[config.mk]
export PLATFORM = sky130hd
export DESIGN_NAME = unified_mem_arbiter_flat
export DESIGN_NICKNAME = d
export VERILOG_FILES = /design/src/rtl/unified_mem_arbiter_if.sv /design/src/rtl/unified_mem_arbiter.sv /design/src/flat_wrapper.sv
export SDC_FILE = /design/constraint.sdc
export NUM_CORES = 1
export LEC_CHECK = 0
export ABC_AREA = 1
export BUFFER_PORTS_ARGS = -buffer_cell sky130_fd_sc_hd__buf_2
export CORE_UTILIZATION = 42
export CTS_CLUSTER_SIZE = 30
export DETAILED_ROUTE_END_ITERATION = 7
export HOLD_SLACK_MARGIN = 0.15
export PLACE_DENSITY = 0.78
export SYNTH_ARGS = -nofsm -noshare
export SYNTH_HDL_FRONTEND = slang
export SYNTH_SLANG_ARGS = --single-unit
[constraint.sdc]
create_clock -name clk -period 1.3 [get_ports clk]
set_input_delay 0.065 -clock clk [delete_from_list [all_inputs] [get_ports clk]]
set_output_delay 0.065 -clock clk [all_outputs]
set_load 0.005 [all_outputs]
[src/rtl/unified_mem_arbiter_if.sv]
// Bus bundle between the fetch/data requesters, the unified memory arbiter and the memory macro.
// The master modport is the arbiter's view; the slave modport is the requesters' and memory's view.
interface unified_mem_arbiter_if #(
  parameter int unsigned ADDR_W = 32,
  parameter int unsigned DATA_W = 32
);
  logic              if_req;
  logic [ADDR_W-1:0] if_addr;
  logic [DATA_W-1:0] if_rdata;
  logic              if_ack;

  logic              dm_req;
  logic              dm_we;
  logic [ADDR_W-1:0] dm_addr;
  logic [DATA_W-1:0] dm_wdata;
  logic [DATA_W-1:0] dm_rdata;
  logic              dm_ack;

  logic              mem_req;
  logic              mem_we;
  logic [ADDR_W-1:0] mem_addr;
  logic [DATA_W-1:0] mem_wdata;
  logic [DATA_W-1:0] mem_rdata;
  logic              mem_ready;

  logic [1:0]        gnt;

  modport master (
    input  if_req, if_addr, dm_req, dm_we, dm_addr, dm_wdata, mem_rdata, mem_ready,
    output if_rdata, if_ack, dm_rdata, dm_ack, mem_req, mem_we, mem_addr, mem_wdata, gnt
  );

  modport slave (
    output if_req, if_addr, dm_req, dm_we, dm_addr, dm_wdata, mem_rdata, mem_ready,
    input  if_rdata, if_ack, dm_rdata, dm_ack, mem_req, mem_we, mem_addr, mem_wdata, gnt
  );
endinterface

[src/rtl/unified_mem_arbiter.sv]
// Single-port memory arbiter shared by instruction fetch and the load/store unit.
// One transaction at a time (IDLE -> BUSY -> RESP), data-first with bounded fetch starvation.
module unified_mem_arbiter #(
  parameter int unsigned ADDR_W       = 32,
  parameter int unsigned DATA_W       = 32,
  parameter int unsigned STARVE_LIMIT = 4
) (
  input logic                   clk,
  input logic                   rst_n,
  unified_mem_arbiter_if.master bus
);

  localparam int unsigned    CntW   = $clog2(STARVE_LIMIT + 1);
  localparam logic [CntW-1:0] CntMax = CntW'(STARVE_LIMIT);

  typedef enum logic [1:0] {StIdle, StBusy, StResp} state_e;

  state_e            r_state;
  logic [CntW-1:0]   r_starve_cnt;
  logic              r_owner_dm;
  logic [1:0]        r_gnt;
  logic              r_mem_req;
  logic              r_mem_we;
  logic [ADDR_W-1:0] r_mem_addr;
  logic [DATA_W-1:0] r_mem_wdata;
  logic [DATA_W-1:0] r_if_rdata;
  logic [DATA_W-1:0] r_dm_rdata;
  logic              r_if_ack;
  logic              r_dm_ack;

  logic w_any_req;
  logic w_starved;
  logic w_grant_dm;

  // Data wins a tie unless fetch has already waited out STARVE_LIMIT data grants.
  always_comb begin
    w_any_req  = bus.if_req | bus.dm_req;
    w_starved  = (r_starve_cnt == CntMax);
    w_grant_dm = bus.dm_req & ~(bus.if_req & w_starved);
  end

  always_ff @(posedge clk or negedge rst_n) begin
    if (!rst_n) begin
      r_state      <= StIdle;
      r_starve_cnt <= '0;
      r_owner_dm   <= 1'b0;
      r_gnt        <= 2'b00;
      r_mem_req    <= 1'b0;
      r_mem_we     <= 1'b0;
      r_mem_addr   <= '0;
      r_mem_wdata  <= '0;
      r_if_rdata   <= '0;
      r_dm_rdata   <= '0;
      r_if_ack     <= 1'b0;
      r_dm_ack     <= 1'b0;
    end else begin
      r_if_ack <= 1'b0;
      r_dm_ack <= 1'b0;
      unique case (r_state)
        StIdle: begin
          if (w_any_req) begin
            r_state    <= StBusy;
            r_mem_req  <= 1'b1;
            r_owner_dm <= w_grant_dm;
            if (w_grant_dm) begin
              r_gnt       <= 2'b10;
              r_mem_we    <= bus.dm_we;
              r_mem_addr  <= bus.dm_addr;
              r_mem_wdata <= bus.dm_wdata;
              if (bus.if_req && !w_starved) begin
                r_starve_cnt <= r_starve_cnt + 1'b1;
              end
            end else begin
              r_gnt        <= 2'b01;
              r_mem_we     <= 1'b0;
              r_mem_addr   <= bus.if_addr;
              r_starve_cnt <= '0;
            end
          end
        end
        StBusy: begin
          if (bus.mem_ready) begin
            r_state   <= StResp;
            r_mem_req <= 1'b0;
            r_mem_we  <= 1'b0;
            r_gnt     <= 2'b00;
            if (r_owner_dm) begin
              r_dm_ack <= 1'b1;
              if (!r_mem_we) begin
                r_dm_rdata <= bus.mem_rdata;
              end
            end else begin
              r_if_ack   <= 1'b1;
              r_if_rdata <= bus.mem_rdata;
            end
          end
        end
        StResp: begin
          r_state <= StIdle;
        end
        default: begin
          r_state <= StIdle;
        end
      endcase
    end
  end

  assign bus.mem_req   = r_mem_req;
  assign bus.mem_we    = r_mem_we;
  assign bus.mem_addr  = r_mem_addr;
  assign bus.mem_wdata = r_mem_wdata;
  assign bus.if_rdata  = r_if_rdata;
  assign bus.dm_rdata  = r_dm_rdata;
  assign bus.if_ack    = r_if_ack;
  assign bus.dm_ack    = r_dm_ack;
  assign bus.gnt       = r_gnt;

endmodule

[src/flat_wrapper.sv]
// flat-port wrapper written by rule: the top's interface ports become plain ports
module unified_mem_arbiter_flat 
#(
  parameter int unsigned ADDR_W       = 32,
  parameter int unsigned DATA_W       = 32,
  parameter int unsigned STARVE_LIMIT = 4
)
  (clk, rst_n, bus_if_req, bus_if_addr, bus_dm_req, bus_dm_we, bus_dm_addr, bus_dm_wdata, bus_mem_rdata, bus_mem_ready, bus_if_rdata, bus_if_ack, bus_dm_rdata, bus_dm_ack, bus_mem_req, bus_mem_we, bus_mem_addr, bus_mem_wdata, bus_gnt);
  unified_mem_arbiter_if #(.ADDR_W(ADDR_W), .DATA_W(DATA_W)) bus_i ();
  input logic clk;
  input logic rst_n;
  input wire logic [$bits(bus_i.if_req)-1:0] bus_if_req;
  input wire logic [$bits(bus_i.if_addr)-1:0] bus_if_addr;
  input wire logic [$bits(bus_i.dm_req)-1:0] bus_dm_req;
  input wire logic [$bits(bus_i.dm_we)-1:0] bus_dm_we;
  input wire logic [$bits(bus_i.dm_addr)-1:0] bus_dm_addr;
  input wire logic [$bits(bus_i.dm_wdata)-1:0] bus_dm_wdata;
  input wire logic [$bits(bus_i.mem_rdata)-1:0] bus_mem_rdata;
  input wire logic [$bits(bus_i.mem_ready)-1:0] bus_mem_ready;
  output wire logic [$bits(bus_i.if_rdata)-1:0] bus_if_rdata;
  output wire logic [$bits(bus_i.if_ack)-1:0] bus_if_ack;
  output wire logic [$bits(bus_i.dm_rdata)-1:0] bus_dm_rdata;
  output wire logic [$bits(bus_i.dm_ack)-1:0] bus_dm_ack;
  output wire logic [$bits(bus_i.mem_req)-1:0] bus_mem_req;
  output wire logic [$bits(bus_i.mem_we)-1:0] bus_mem_we;
  output wire logic [$bits(bus_i.mem_addr)-1:0] bus_mem_addr;
  output wire logic [$bits(bus_i.mem_wdata)-1:0] bus_mem_wdata;
  output wire logic [$bits(bus_i.gnt)-1:0] bus_gnt;
  assign bus_i.if_req = bus_if_req;
  assign bus_i.if_addr = bus_if_addr;
  assign bus_i.dm_req = bus_dm_req;
  assign bus_i.dm_we = bus_dm_we;
  assign bus_i.dm_addr = bus_dm_addr;
  assign bus_i.dm_wdata = bus_dm_wdata;
  assign bus_i.mem_rdata = bus_mem_rdata;
  assign bus_i.mem_ready = bus_mem_ready;
  assign bus_if_rdata = bus_i.if_rdata;
  assign bus_if_ack = bus_i.if_ack;
  assign bus_dm_rdata = bus_i.dm_rdata;
  assign bus_dm_ack = bus_i.dm_ack;
  assign bus_mem_req = bus_i.mem_req;
  assign bus_mem_we = bus_i.mem_we;
  assign bus_mem_addr = bus_i.mem_addr;
  assign bus_mem_wdata = bus_i.mem_wdata;
  assign bus_gnt = bus_i.gnt;
  unified_mem_arbiter #(.ADDR_W(ADDR_W), .DATA_W(DATA_W), .STARVE_LIMIT(STARVE_LIMIT)) u_core (.clk(clk), .rst_n(rst_n), .bus(bus_i));
endmodule
==> results of run 1 <==
## layout by cell type, fill, tap and decap left out, types with 2 or more instances in the layout
| cell | instances |
|---|---|
| sky130_fd_sc_hd__nand2_4 | 33 |
| sky130_fd_sc_hd__inv_2 | 4 |
| sky130_fd_sc_hd__o21ai_2 | 29 |
| sky130_fd_sc_hd__diode_2 | 2 |
| sky130_fd_sc_hd__o21ai_1 | 42 |
| sky130_fd_sc_hd__nand3_2 | 5 |
| sky130_fd_sc_hd__dfrtp_1 | 138 |
| sky130_fd_sc_hd__bufinv_16 | 3 |
| sky130_fd_sc_hd__buf_6 | 6 |
| sky130_fd_sc_hd__buf_2 | 266 |
| sky130_fd_sc_hd__nand3_1 | 68 |
| sky130_fd_sc_hd__o21ai_0 | 6 |
| sky130_fd_sc_hd__nand4_1 | 32 |
| sky130_fd_sc_hd__buf_12 | 12 |
| sky130_fd_sc_hd__nand2_2 | 54 |
| sky130_fd_sc_hd__clkbuf_16 | 28 |
| sky130_fd_sc_hd__nand2_1 | 101 |
| sky130_fd_sc_hd__buf_4 | 9 |
| sky130_fd_sc_hd__inv_1 | 58 |
| sky130_fd_sc_hd__buf_8 | 2 |
| sky130_fd_sc_hd__nand3_4 | 3 |
| sky130_fd_sc_hd__nor2_4 | 3 |
| sky130_fd_sc_hd__clkbuf_8 | 5 |
| sky130_fd_sc_hd__dfrtp_2 | 2 |
| sky130_fd_sc_hd__clkinvlp_4 | 4 |
| sky130_fd_sc_hd__inv_4 | 2 |
| sky130_fd_sc_hd__clkinv_2 | 2 |
| sky130_fd_sc_hd__dlygate4sd3_1 | 134 |
## stage by stage
| step | cell area (sq um) | setup TNS, ns | hold WS, ns | setup slack (ns) | total power [W] |
|---|---|---|---|---|---|
| final | 10300 | -2.05 | 0.423 | -0.0629 | 0.0226 |
| after global routing | 10300 | -8.43 | 0.411 | -0.127 | 0.0238 |
| after CTS | 9380 | -0.00369 | -0.0638 | -0.00369 | 0.0198 |
| after detailed placement | 7360 | -1.32 | -0.0206 | -0.0804 | 0.0143 |
| after global placement | 7360 | 0 | -0.0169 | 0.00275 | 0.0140 |
| after floorplan | 5710 | 0 | -0.231 | 0.00670 | 0.0108 |
## worst register-to-register path, delay by kind of cell, from the launching register on
family                   cells  cell delay [ns]
buffers and inverters        2             0.30
flip-flops                   1             0.36
adder cells (fa/ha/maj)      1             0.16
AO/OA/AOI/OAI                1             0.08
AND/OR/NAND/NOR              3             0.35
## layout make-up
type,count,area share [%]
Multi-Input combinational cell,383,22.7
Clock buffer,21,4.65
Antenna cell,2,0.0484
Inverter,64,2.37
Sequential cell,140,33.9
Timing Repair Buffer,442,32.8
Clock inverter,10,1.34
Tap cell,176,2.13
## logic make-up after synthesis
logic type	after synthesis
AO/OA/AOI/OAI	78
XOR/XNOR	1
adder cells (fa/ha/maj)	2
buffers and inverters	102
flip-flops	140
AND/OR/NAND/NOR	300
## path summary, 6_finish.rpt
kind	to	depth (start not counted)
hold / removal	u_core.bus.if_rdata[26]	4
min in group asynchronous	u_core.bus.dm_rdata[19]	3
hold reg to reg	u_core.bus.mem_req	2
setup / recovery	u_core.bus.mem_wdata[27]	7
setup reg to reg	u_core.bus.mem_wdata[27]	7
max in group asynchronous	u_core.bus.mem_we	4
## registers in the layout (all words and copies together), names as in the netlist
signal and flops:
u_core.bus.dm_ack 1, u_core.bus.dm_rdata 32, u_core.bus.gnt 2, u_core.bus.if_ack 1, u_core.bus.if_rdata 32, u_core.bus.mem_addr 32
u_core.bus.mem_req 1, u_core.bus.mem_wdata 32, u_core.bus.mem_we 1, u_core.r_owner_dm 1, u_core.r_starve_cnt 3, u_core.r_state 2
## routing by layer
metal,share of wire [%],global-route usage [%],vias up
met2,51,47.7,395
met5,0,0,-
met3,7.9,6.61,88
li1,-,-,2887
met4,3.9,13.4,0
met1,37,33.6,3126
## report_power, final
part | internal, W | total, W | switching [W]
combinational | 0.00455 | 0.00953 | 0.00498
clock | 0.00321 | 0.00504 | 0.00184
sequential | 0.00641 | 0.00800 | 0.00160
## repair_timing
action,CTS,global route
pin swaps,2,18
buffers inserted,0,2
endpoints found under the setup margin,79,122
hold endpoints to repair,280,4
hold buffers,133,1
resized for setup,15,184
cloned,1,17
==> flow_summary.json, run 1 <==
{
  "layout-area-overhead-vs-synth_pct": 81.2,
  "gr-total-overflow": 0,
  "critical_path_class": "flip-flop to flip-flop",
  "multi_input_combinational_cell_area_sq_um": 2350,
  "seq_area_sq_um": 3510,
  "worst_setup_path_end_kind": "flip-flop",
  "placementRows": 42,
  "number_of_sinks_on_the_clock_net": 140,
  "critical-path-top-delay-family": "flip-flops",
  "post_synth_mux_area_share_pct": 0,
  "failed_checks": "negative setup slack",
  "drtIter0Drc": 572,
  "htree_levels": 4,
  "fmaxAchievable_mhz": 734,
  "cpPeakStageDelay_ns": 0.36,
  "avgRoutedWirePerCell_um": 18.7,
  "post-route-period-util_pct": 105,
  "design.portCount": 268,
  "synth_area_sq_um": 5710,
  "outcome": "finished, violations left",
  "number_of_global_route_vias_before_repair": 6270,
  "cts_tree": "done",
  "critPathSlowestCell": "sky130_fd_sc_hd__dfrtp_1",
  "cts-root-buf": "sky130_fd_sc_hd__clkbuf_16",
  "final_core_utilization_pct": 78.1,
  "drt-total-wl_mm": 23.2,
  "tightestPinTransition_ns": 0.326,
  "post_synthesis_sequential_element_count": 140,
  "timing.max_cap.violations": 0,
  "worst-path-buf-inv": 2,
  "place.detailed.instances": 1051,
  "hold_class": "input pin to flip-flop",
  "finish.net_count": 1184,
  "track_usage_pct": 28.1,
  "coreArea_sq_um": 13200,
  "cts_inserted_buffers": 17,
  "postSynth.asyncResetShare_pct": 100,
  "final_hold_viol_count": 0,
  "worst_skew_pair_latency_ns": 0.41,
  "postSynthCellCount": 623,
  "timing_max_transition_violations_final": 0,
  "die_height_um": 119,
  "first_pass_iters": 4,
  "post-synth-top-area-cell": "sky130_fd_sc_hd__dfrtp_1",
  "viasPerCell": 5.25,
  "synthesis.yosys.warnings": 0,
  "report.final.setup_viol": 95,
  "timing.final.ws_setup_ns": -0.0629,
  "sequence_of_cells_on_the_critical_path": "inv_2 -> ha_4 -> nand3_4 -> nand3_4 -> clkbuf_16 -> nand2_2 -> o21ai_1",
  "synth_top_family_by_area": "simple AND/OR/NAND/NOR gates",
  "fill_cells": 806,
  "port_buffers": 267,
  "worstHoldStart": "bus_mem_rdata[26]",
  "seq_area_frac_synth_pct": 61.4,
  "critical_path.startpoint": "u_core.r_starve_cnt[1]",
  "die_area_sq_um": 14100,
  "yosys.cell_count.top_type": "sky130_fd_sc_hd__nand2_1",
  "finClkSkew_ns": 0.00911,
  "drive_above_1_share_pct": 45.1,
  "yosys-top-cells-area": "sky130_fd_sc_hd__dfrtp_1 61%, sky130_fd_sc_hd__nand2_1 12%, sky130_fd_sc_hd__nand3_1 6.2%",
  "avgSynthCellArea_sq_um": 9.16,
  "setup.worst_path.start_class": "flip-flop",
  "globalplace.congestion": 0.795,
  "grt_setup_unrepaired": "true",
  "postSynthNetCount": 759,
  "critPathRequiredTime_ns": 1.58,
  "finalNonFillerCells": 1238,
  "synthAdderAreaFrac_pct": 0.438,
  "synth-main-ff-cell": "sky130_fd_sc_hd__dfrtp_1",
  "crit_arrival_ns": 1.65,
  "number_of_vias_in_the_routed_layout": 6496,
  "grt_antenna_before_repair": 2,
  "dp_hpwl_mm": 10.9,
  "synth_compound_area_share_pct": 6.90,
  "pin_count_of_the_biggest_net_entering_global_routing": 54,
  "drc": 0,
  "worst_ir_drop_vdd_mv": 1.07,
  "yosys.cell_types.count": 20,
  "initial_utilization_pct": 43.1,
  "max_slew_margin_pct": 78.3,
  "regToRegStartpoint": "u_core.r_starve_cnt[1]",
  "critical_path_peak_fanout": 15,
  "post_synthesis_share_of_cell_area_spent_on_and_or_nand_and_nor_gates_pct": 23.3,
  "synth_xor_xnor_area_share_pct": 0.153,
  "die_w_um": 119,
  "synth.top_cell.area_share_pct": 61.4,
  "critical-path-top-cell-by-count": "sky130_fd_sc_hd__nand3_4",
  "global_route_wire_length_before_repair_mm": 31.0,
  "clock_tree.buffer_depth": 2,
  "minimum_clock_period_ns": 1.36,
  "power.static_leakage_nw": 5.42,
  "cellPowerDensity_nw_per_um2": 2180,
  "synth-edff-count": 0,
  "postRouteAntennaNets": 0,
  "clk_pin_slew_ns": 0.06,
  "synth_common_cells": "188 x sky130_fd_sc_hd__nand2_1, 140 x sky130_fd_sc_hd__dfrtp_1, 71 x sky130_fd_sc_hd__nand3_1",
  "worst-r2r-setup-slack_ns": -0.06
}
Power figures use the tool's default switching activity.
==> run 2, diff against run 1 <==
--- a/config.mk
+++ b/config.mk
@@ -11,7 +11,7 @@
 export CTS_CLUSTER_SIZE = 30
 export DETAILED_ROUTE_END_ITERATION = 7
 export HOLD_SLACK_MARGIN = 0.15
-export PLACE_DENSITY = 0.78
+export PLACE_DENSITY = 0.77
 export SYNTH_ARGS = -nofsm -noshare
 export SYNTH_HDL_FRONTEND = slang
 export SYNTH_SLANG_ARGS = --single-unit
==> run 2 against run 1 <==
Against the previous run:
- the flow still finishes with violations (negative setup slack)
- first-iteration DRC count fell by 22%
- power fell by 7.4%
- sequential power fell by 3.0%
- via count fell by 3.5%
- highest routed layer unchanged
- utilization fell by 3.2 points
- register-to-register slack barely moved
- clock-buffer cell count fell by 3
- sequential share of layout area rose by 1.5 points
==> flow_summary.json, run 2 (synthesized netlist as in run 1, its figures left out) <==
{
  "outcome": "finished, violations left",
  "failed_checks": "negative setup slack",
  "layout-area-overhead-vs-synth_pct": 73.7,
  "critPathRequiredTime_ns": 1.58,
  "worstHoldStart": "bus_dm_req",
  "tightestPinTransition_ns": 0.274,
  "critical_path_class": "flip-flop to flip-flop",
  "htree_levels": 4,
  "postRouteAntennaNets": 0,
  "dp_hpwl_mm": 11.0,
  "worst-r2r-setup-slack_ns": -0.06,
  "first_pass_iters": 7,
  "worstReg2RegEnd": "u_core.bus.mem_addr[28]",
  "p_total_w": 0.0209,
  "drt-total-wl_mm": 20.4,
  "final_hold_viol_count": 0,
  "worst_ir_drop_vdd_mv": 0.987,
  "cpPeakStageDelay_ns": 0.39,
  "grt_antenna_before_repair": 0,
  "cts-root-buf": "sky130_fd_sc_hd__clkbuf_16",
  "hold_depth": 5,
  "avgRoutedWirePerCell_um": 16.5,
  "number_of_sinks_on_the_clock_net": 140,
  "finClkSkew_ns": 0.0153,
  "drtIter0Drc": 448,
  "placementRows": 42,
  "port_buffers": 267,
  "pin_count_of_the_biggest_net_entering_global_routing": 50,
  "clk_pin_slew_ns": 0.06,
  "clock_tree.buffer_depth": 2,
  "initial_utilization_pct": 43.1,
  "finish.net_count": 1185,
  "critical-path-top-delay-family": "flip-flops",
  "grt_setup_unrepaired": "true",
  "power.static_leakage_nw": 5.28,
  "globalplace.congestion": 0.842,
  "setup.worst_path.start_class": "flip-flop",
  "sequence_of_cells_on_the_critical_path": "inv_2 -> ha_4 -> nand3_4 -> buf_6 -> buf_12 -> nand4_1 -> nand3_1",
  "global_route_wire_length_before_repair_mm": 30.3,
  "track_usage_pct": 27.4,
  "number_of_global_route_vias_before_repair": 6142,
  "most-common-layout-cells": "266 x sky130_fd_sc_hd__buf_2, 140 x sky130_fd_sc_hd__nand2_1, 138 x sky130_fd_sc_hd__dfrtp_1",
  "timing.final.ws_setup_ns": -0.0560,
  "die_area_sq_um": 14100,
  "worst_skew_pair_latency_ns": 0.41,
  "design.portCount": 268,
  "crit_arrival_ns": 1.64,
  "worst-path-buf-inv": 3,
  "coreArea_sq_um": 13200,
  "viasPerCell": 5.07,
  "die_height_um": 119,
  "fill_cells": 843,
  "drc": 0,
  "critical_path_peak_fanout": 16,
  "cts_inserted_buffers": 17,
  "most_frequent_standard_cell_in_the_layout_excluding_fill_and_tap_cells": "sky130_fd_sc_hd__buf_2",
  "max_slew_margin_pct": 81.7,
  "critical_path.startpoint": "u_core.r_starve_cnt[0]",
  "cellPowerDensity_nw_per_um2": 2110,
  "fmaxAchievable_mhz": 737,
  "final_cell_area_sq_um": 9910,
  "report.final.setup_viol": 33,
  "timing_max_transition_violations_final": 0,
  "worst-r2r-cell-count": 7,
  "timing.max_cap.violations": 0,
  "whs_endpoint": "u_core.r_starve_cnt[0]",
  "number_of_vias_in_the_routed_layout": 6269,
  "critPathSlowestCell": "sky130_fd_sc_hd__dfrtp_1",
  "drive_above_1_share_pct": 40.7,
  "regToRegStartpoint": "u_core.r_starve_cnt[0]",
  "minimum_clock_period_ns": 1.36,
  "cts_tree": "done",
  "hold_class": "input pin to flip-flop",
  "gr-total-overflow": 0,
  "antenna_cells": 0,
  "die_w_um": 119,
  "post-route-period-util_pct": 104,
  "worst_setup_path_end_kind": "flip-flop",
  "dpl_cell_area_sq_um": 7370
}
run 2: cell count changes in the layout (fill, tap and decap cells not counted), moves of 5 or more:
cell                        change
sky130_fd_sc_hd__o21ai_2        -7
sky130_fd_sc_hd__nand2_4       -20
sky130_fd_sc_hd__nand2_2       -19
sky130_fd_sc_hd__buf_4         +12
sky130_fd_sc_hd__nand2_1       +39
sky130_fd_sc_hd__clkbuf_16      -5
run 2: metrics by stage:
| step | instances | util (%) | setup slack, ns | setup TNS [ns] | hold slack, ns |
|---|---|---|---|---|---|
| 2_1_floorplan | 623 | - | 0.00670 | 0 | -0.231 |
| 4_1_cts | 1221 | 70.4 | -0.0108 | -0.0151 | 0.168 |
| 5_1_grt | 1236 | 74.9 | -0.147 | -5.06 | 0.228 |
| 6_report | 1236 | 74.9 | -0.0560 | -0.859 | 0.208 |
| 3_3_place_gp | 1055 | 55.6 | 0.00835 | 0 | -0.0291 |
| 3_5_place_dp | 1055 | 55.6 | -0.0484 | -0.797 | -0.0268 |
run 2: worst reg2reg max path, cell delays in order, from the launching register on:
cell and delay (ns):
sky130_fd_sc_hd__dfrtp_1 0.39, sky130_fd_sc_hd__inv_2 0.09, sky130_fd_sc_hd__ha_4 0.14, sky130_fd_sc_hd__nand3_4 0.10, sky130_fd_sc_hd__buf_6 0.16, sky130_fd_sc_hd__buf_12 0.14, sky130_fd_sc_hd__nand4_1 0.11, sky130_fd_sc_hd__nand3_1 0.11
run 2: worst max-delay path by stage:
stage / cells past startpoint / slack [ns] / to
2_1_floorplan: 8 / 0.007 / u_core.bus.mem_wdata[25]
3_3_place_gp: 6 / 0.008 / u_core.r_owner_dm
3_5_place_dp: 7 / -0.05 / u_core.bus.mem_addr[1]
4_1_cts: 5 / -0.01 / u_core.bus.mem_wdata[28]
5_1_grt: 7 / -0.15 / u_core.bus.mem_wdata[0]
6_report: 7 / -0.06 / u_core.bus.mem_addr[28]
run 2: timing repair:
action | in CTS | in global routing
setup buffers | 1 | 8
pin swaps | 0 | 22
endpoints found under the hold margin | 279 | 0
endpoints found under the setup margin | 59 | 174
resized for setup | 13 | 116
hold buffers | 134 | 0
gates cloned | 1 | 7
run 2: area by class of cell:
cell class | count | area, sq um | share of cell area [%]
flip-flops and latches | 140 | 3510 | 35.4
repair buffers | 445 | 3320 | 33.4
multi-input cells | 381 | 2090 | 21.1
clock buffers | 18 | 439 | 4.43
inverters | 64 | 245 | 2.47
well taps | 176 | 220 | 2.22
clock inverters | 12 | 98.8 | 0.997
run 2: power breakdown:
part,switching (W),total (W),internal (W)
Sequential,0.00136,0.00776,0.00640
Clock,0.00175,0.00439,0.00264
Combinational,0.00455,0.00875,0.00420
Total,0.00766,0.0209,0.0132
run 2: layer usage:
layer	up-vias	share of wire (%)	track usage [%]
li1	2887	-	-
met1	2950	37	31.1
met2	364	52	46.7
met3	68	7.7	7.67
met4	0	3.5	15.0
met5	-	0	0
==> run 3, diff against run 2 <==
==> constraint.sdc (replaced) <==
create_clock -name clk -period 1.3 [get_ports clk]
set_input_delay 0.13 -clock clk [delete_from_list [all_inputs] [get_ports clk]]
set_output_delay 0.13 -clock clk [all_outputs]
set_load 0.005 [all_outputs]
==> run 3 against run 2 <==
Against the previous run:
- the run still ends with negative setup slack left
- critical path type unchanged
- register-to-register slack got worse by 0.04 ns
- combinational power rose by 1%
- worst hold slack lost 0.045 ns
- sequential share of layout area shrank 0.33 points
- first-iteration DRC count grew 3.1%
- die area stayed put
- critical path depth up 1
- flip-flop and latch count unchanged
- highest routed layer unchanged
==> flow_summary.json, run 3 (synthesized netlist as in run 1, its figures left out) <==
{
  "most_frequent_standard_cell_in_the_layout_excluding_fill_and_tap_cells": "sky130_fd_sc_hd__buf_2",
  "layout-area-overhead-vs-synth_pct": 75.2,
  "hold_class": "input pin to flip-flop",
  "critPathSlowestCell": "sky130_fd_sc_hd__dfrtp_1",
  "minimum_clock_period_ns": 1.40,
  "regToRegStartpoint": "u_core.r_starve_cnt[0]",
  "number_of_sinks_on_the_clock_net": 140,
  "initial_utilization_pct": 43.1,
  "drtIter0Drc": 462,
  "worst_setup_path_end_kind": "flip-flop",
  "whs_endpoint": "u_core.r_starve_cnt[0]",
  "die_height_um": 119,
  "switchingPower_w": 0.00803,
  "viasPerCell": 5.17,
  "postRouteAntennaNets": 0,
  "pre_cts_slack_ns": -0.0554,
  "pin_count_of_the_biggest_net_entering_global_routing": 61,
  "coreArea_sq_um": 13200,
  "design.portCount": 268,
  "placementRows": 42,
  "crit_arrival_ns": 1.71,
  "die_w_um": 119,
  "power.static_leakage_nw": 5.33,
  "finClkSkew_ns": 0.0127,
  "critPathRequiredTime_ns": 1.61,
  "critical_path_peak_fanout": 9,
  "finalNonFillerCells": 1231,
  "worstReg2RegEnd": "u_core.bus.mem_wdata[30]",
  "grt_antenna_before_repair": 0,
  "power_frac_comb_pct": 41.5,
  "antenna_cells": 0,
  "global_route_wire_length_before_repair_mm": 30.6,
  "clk_pin_slew_ns": 0.07,
  "tightestPinTransition_ns": 0.329,
  "timing.final.ws_setup_ns": -0.0998,
  "worst_skew_pair_latency_ns": 0.42,
  "outcome": "finished, violations left",
  "critical-path-top-cell-by-count": "sky130_fd_sc_hd__nand3_4",
  "clock_tree.buffer_depth": 2,
  "post-route-period-util_pct": 108,
  "max_slew_margin_pct": 78.1,
  "die_area_sq_um": 14100,
  "most-common-layout-cells": "265 x sky130_fd_sc_hd__buf_2, 139 x sky130_fd_sc_hd__nand2_1, 139 x sky130_fd_sc_hd__dfrtp_1",
  "port_buffers": 267,
  "fmaxAchievable_mhz": 714,
  "hold_depth": 4,
  "dpl_cell_area_sq_um": 7340,
  "drive_above_1_share_pct": 40.6,
  "cts-root-buf": "sky130_fd_sc_hd__clkbuf_16",
  "worstHoldStart": "bus_if_req",
  "setup.worst_path.start_class": "flip-flop",
  "timing.max_cap.violations": 0,
  "globalplace.congestion": 0.769,
  "number_of_vias_in_the_routed_layout": 6362,
  "worst_ir_drop_vdd_mv": 1.08,
  "place.detailed.instances": 1048,
  "switching_part_of_the_total_power_pct": 37.5,
  "report.final.setup_viol": 74,
  "track_usage_pct": 27.8,
  "worst-r2r-setup-slack_ns": -0.1,
  "final_hold_viol_count": 0,
  "avgRoutedWirePerCell_um": 17.6,
  "htree_levels": 4,
  "first_pass_iters": 5,
  "failed_checks": "negative setup slack",
  "drc": 0,
  "dp_hpwl_mm": 10.8,
  "gr-total-overflow": 0,
  "number_of_global_route_vias_before_repair": 6127,
  "clkPwrFrac_pct": 22.2,
  "timing_max_transition_violations_final": 0,
  "cellPowerDensity_nw_per_um2": 2140,
  "cts_inserted_buffers": 17,
  "cpPeakStageDelay_ns": 0.39,
  "cts_tree": "done",
  "sequence_of_cells_on_the_critical_path": "inv_2 -> ha_4 -> nand3_4 -> nand3_4 -> buf_12 -> clkbuf_16 -> nand2_1 -> o21ai_0",
  "worst-r2r-cell-count": 8,
  "drt-total-wl_mm": 21.7,
  "internal_power_contribution_w": 0.0134,
  "seqPwrFrac_pct": 36.3,
  "final_core_utilization_pct": 75.5,
  "grt_setup_unrepaired": "true",
  "finish.net_count": 1178,
  "final_cell_area_sq_um": 10000,
  "setup_tns_ns": -2.49,
  "critical_path_class": "flip-flop to flip-flop"
}
==> run 3: final cells by class <==
class | instances | area [sq um]
Tap cell | 176 | 220
Timing Repair inverter | 1 | 11.3
Clock inverter | 13 | 131
Multi-Input combinational cell | 381 | 2100
Clock buffer | 19 | 453
Sequential cell | 140 | 3500
Timing Repair Buffer | 437 | 3330
Fill cell | 849 | 3240
Inverter | 64 | 253
==> run 3: power groups by stage <==
stage	Combinational (W)	Clock, W	Sequential (W)
6_report	0.00888	0.00476	0.00777
5_1_grt	0.00964	0.00501	0.00796
4_1_cts	0.00724	0.00480	0.00747
3_5_place_dp	0.00665	0	0.00748
3_3_place_gp	0.00645	0	0.00747
2_1_floorplan	0.00316	0	0.00766
==> run 3: worst max-delay path by stage <==
stage / start / end / slack [ns] / cells past startpoint
finish: u_core.r_starve_cnt[0] / u_core.bus.mem_wdata[30] / -0.1 / 8
CTS: u_core.r_starve_cnt[1] / u_core.bus.mem_addr[5] / -0.02 / 7
detailed placement: u_core.r_starve_cnt[0] / u_core.bus.mem_addr[5] / -0.06 / 7
global route: u_core.r_starve_cnt[0] / u_core.bus.mem_wdata[30] / -0.16 / 8
global placement: u_core.r_starve_cnt[0] / u_core.bus.mem_addr[26] / -0.01 / 7
floorplan: u_core.r_starve_cnt[0] / u_core.bus.mem_wdata[25] / 0.007 / 8
==> run 3: layer usage <==
layer  GRT usage, %  share of wire, %  vias to the layer above
met5              0                 0                        -
met4           11.6               3.4                        0
met3           6.85               7.1                       64
met2           47.1                52                      358
met1           33.8                38                     3060
li1               -                 -                     2880
==> run 3: worst max-delay path: cells and delay by family (launching register included) <==
family / cells / cell delay [ns]
buffers and inverters: 3 / 0.42
adders and majority gates: 1 / 0.14
AOI/OAI and AO/OA: 1 / 0.09
and+or+nand+nor: 3 / 0.24
DFF: 1 / 0.39
==> run 3: per-stage QoR <==
stage               power (W)  hold WS [ns]
detailed placement     0.0141         0.122
floorplan              0.0108        -0.166
global placement       0.0139         0.124
global route           0.0226         0.179
CTS                    0.0195         0.159
finish                 0.0214         0.164
==> run 3: timing repair <==
item | 4_1_cts | 5_1_grt
cloned | 2 | 14
pin swaps | 2 | 5
hold endpoints to repair | 272 | 0
hold buffers | 132 | 0
setup buffers | 2 | 1
endpoints found under the setup margin | 97 | 123
resized for setup | 16 | 114
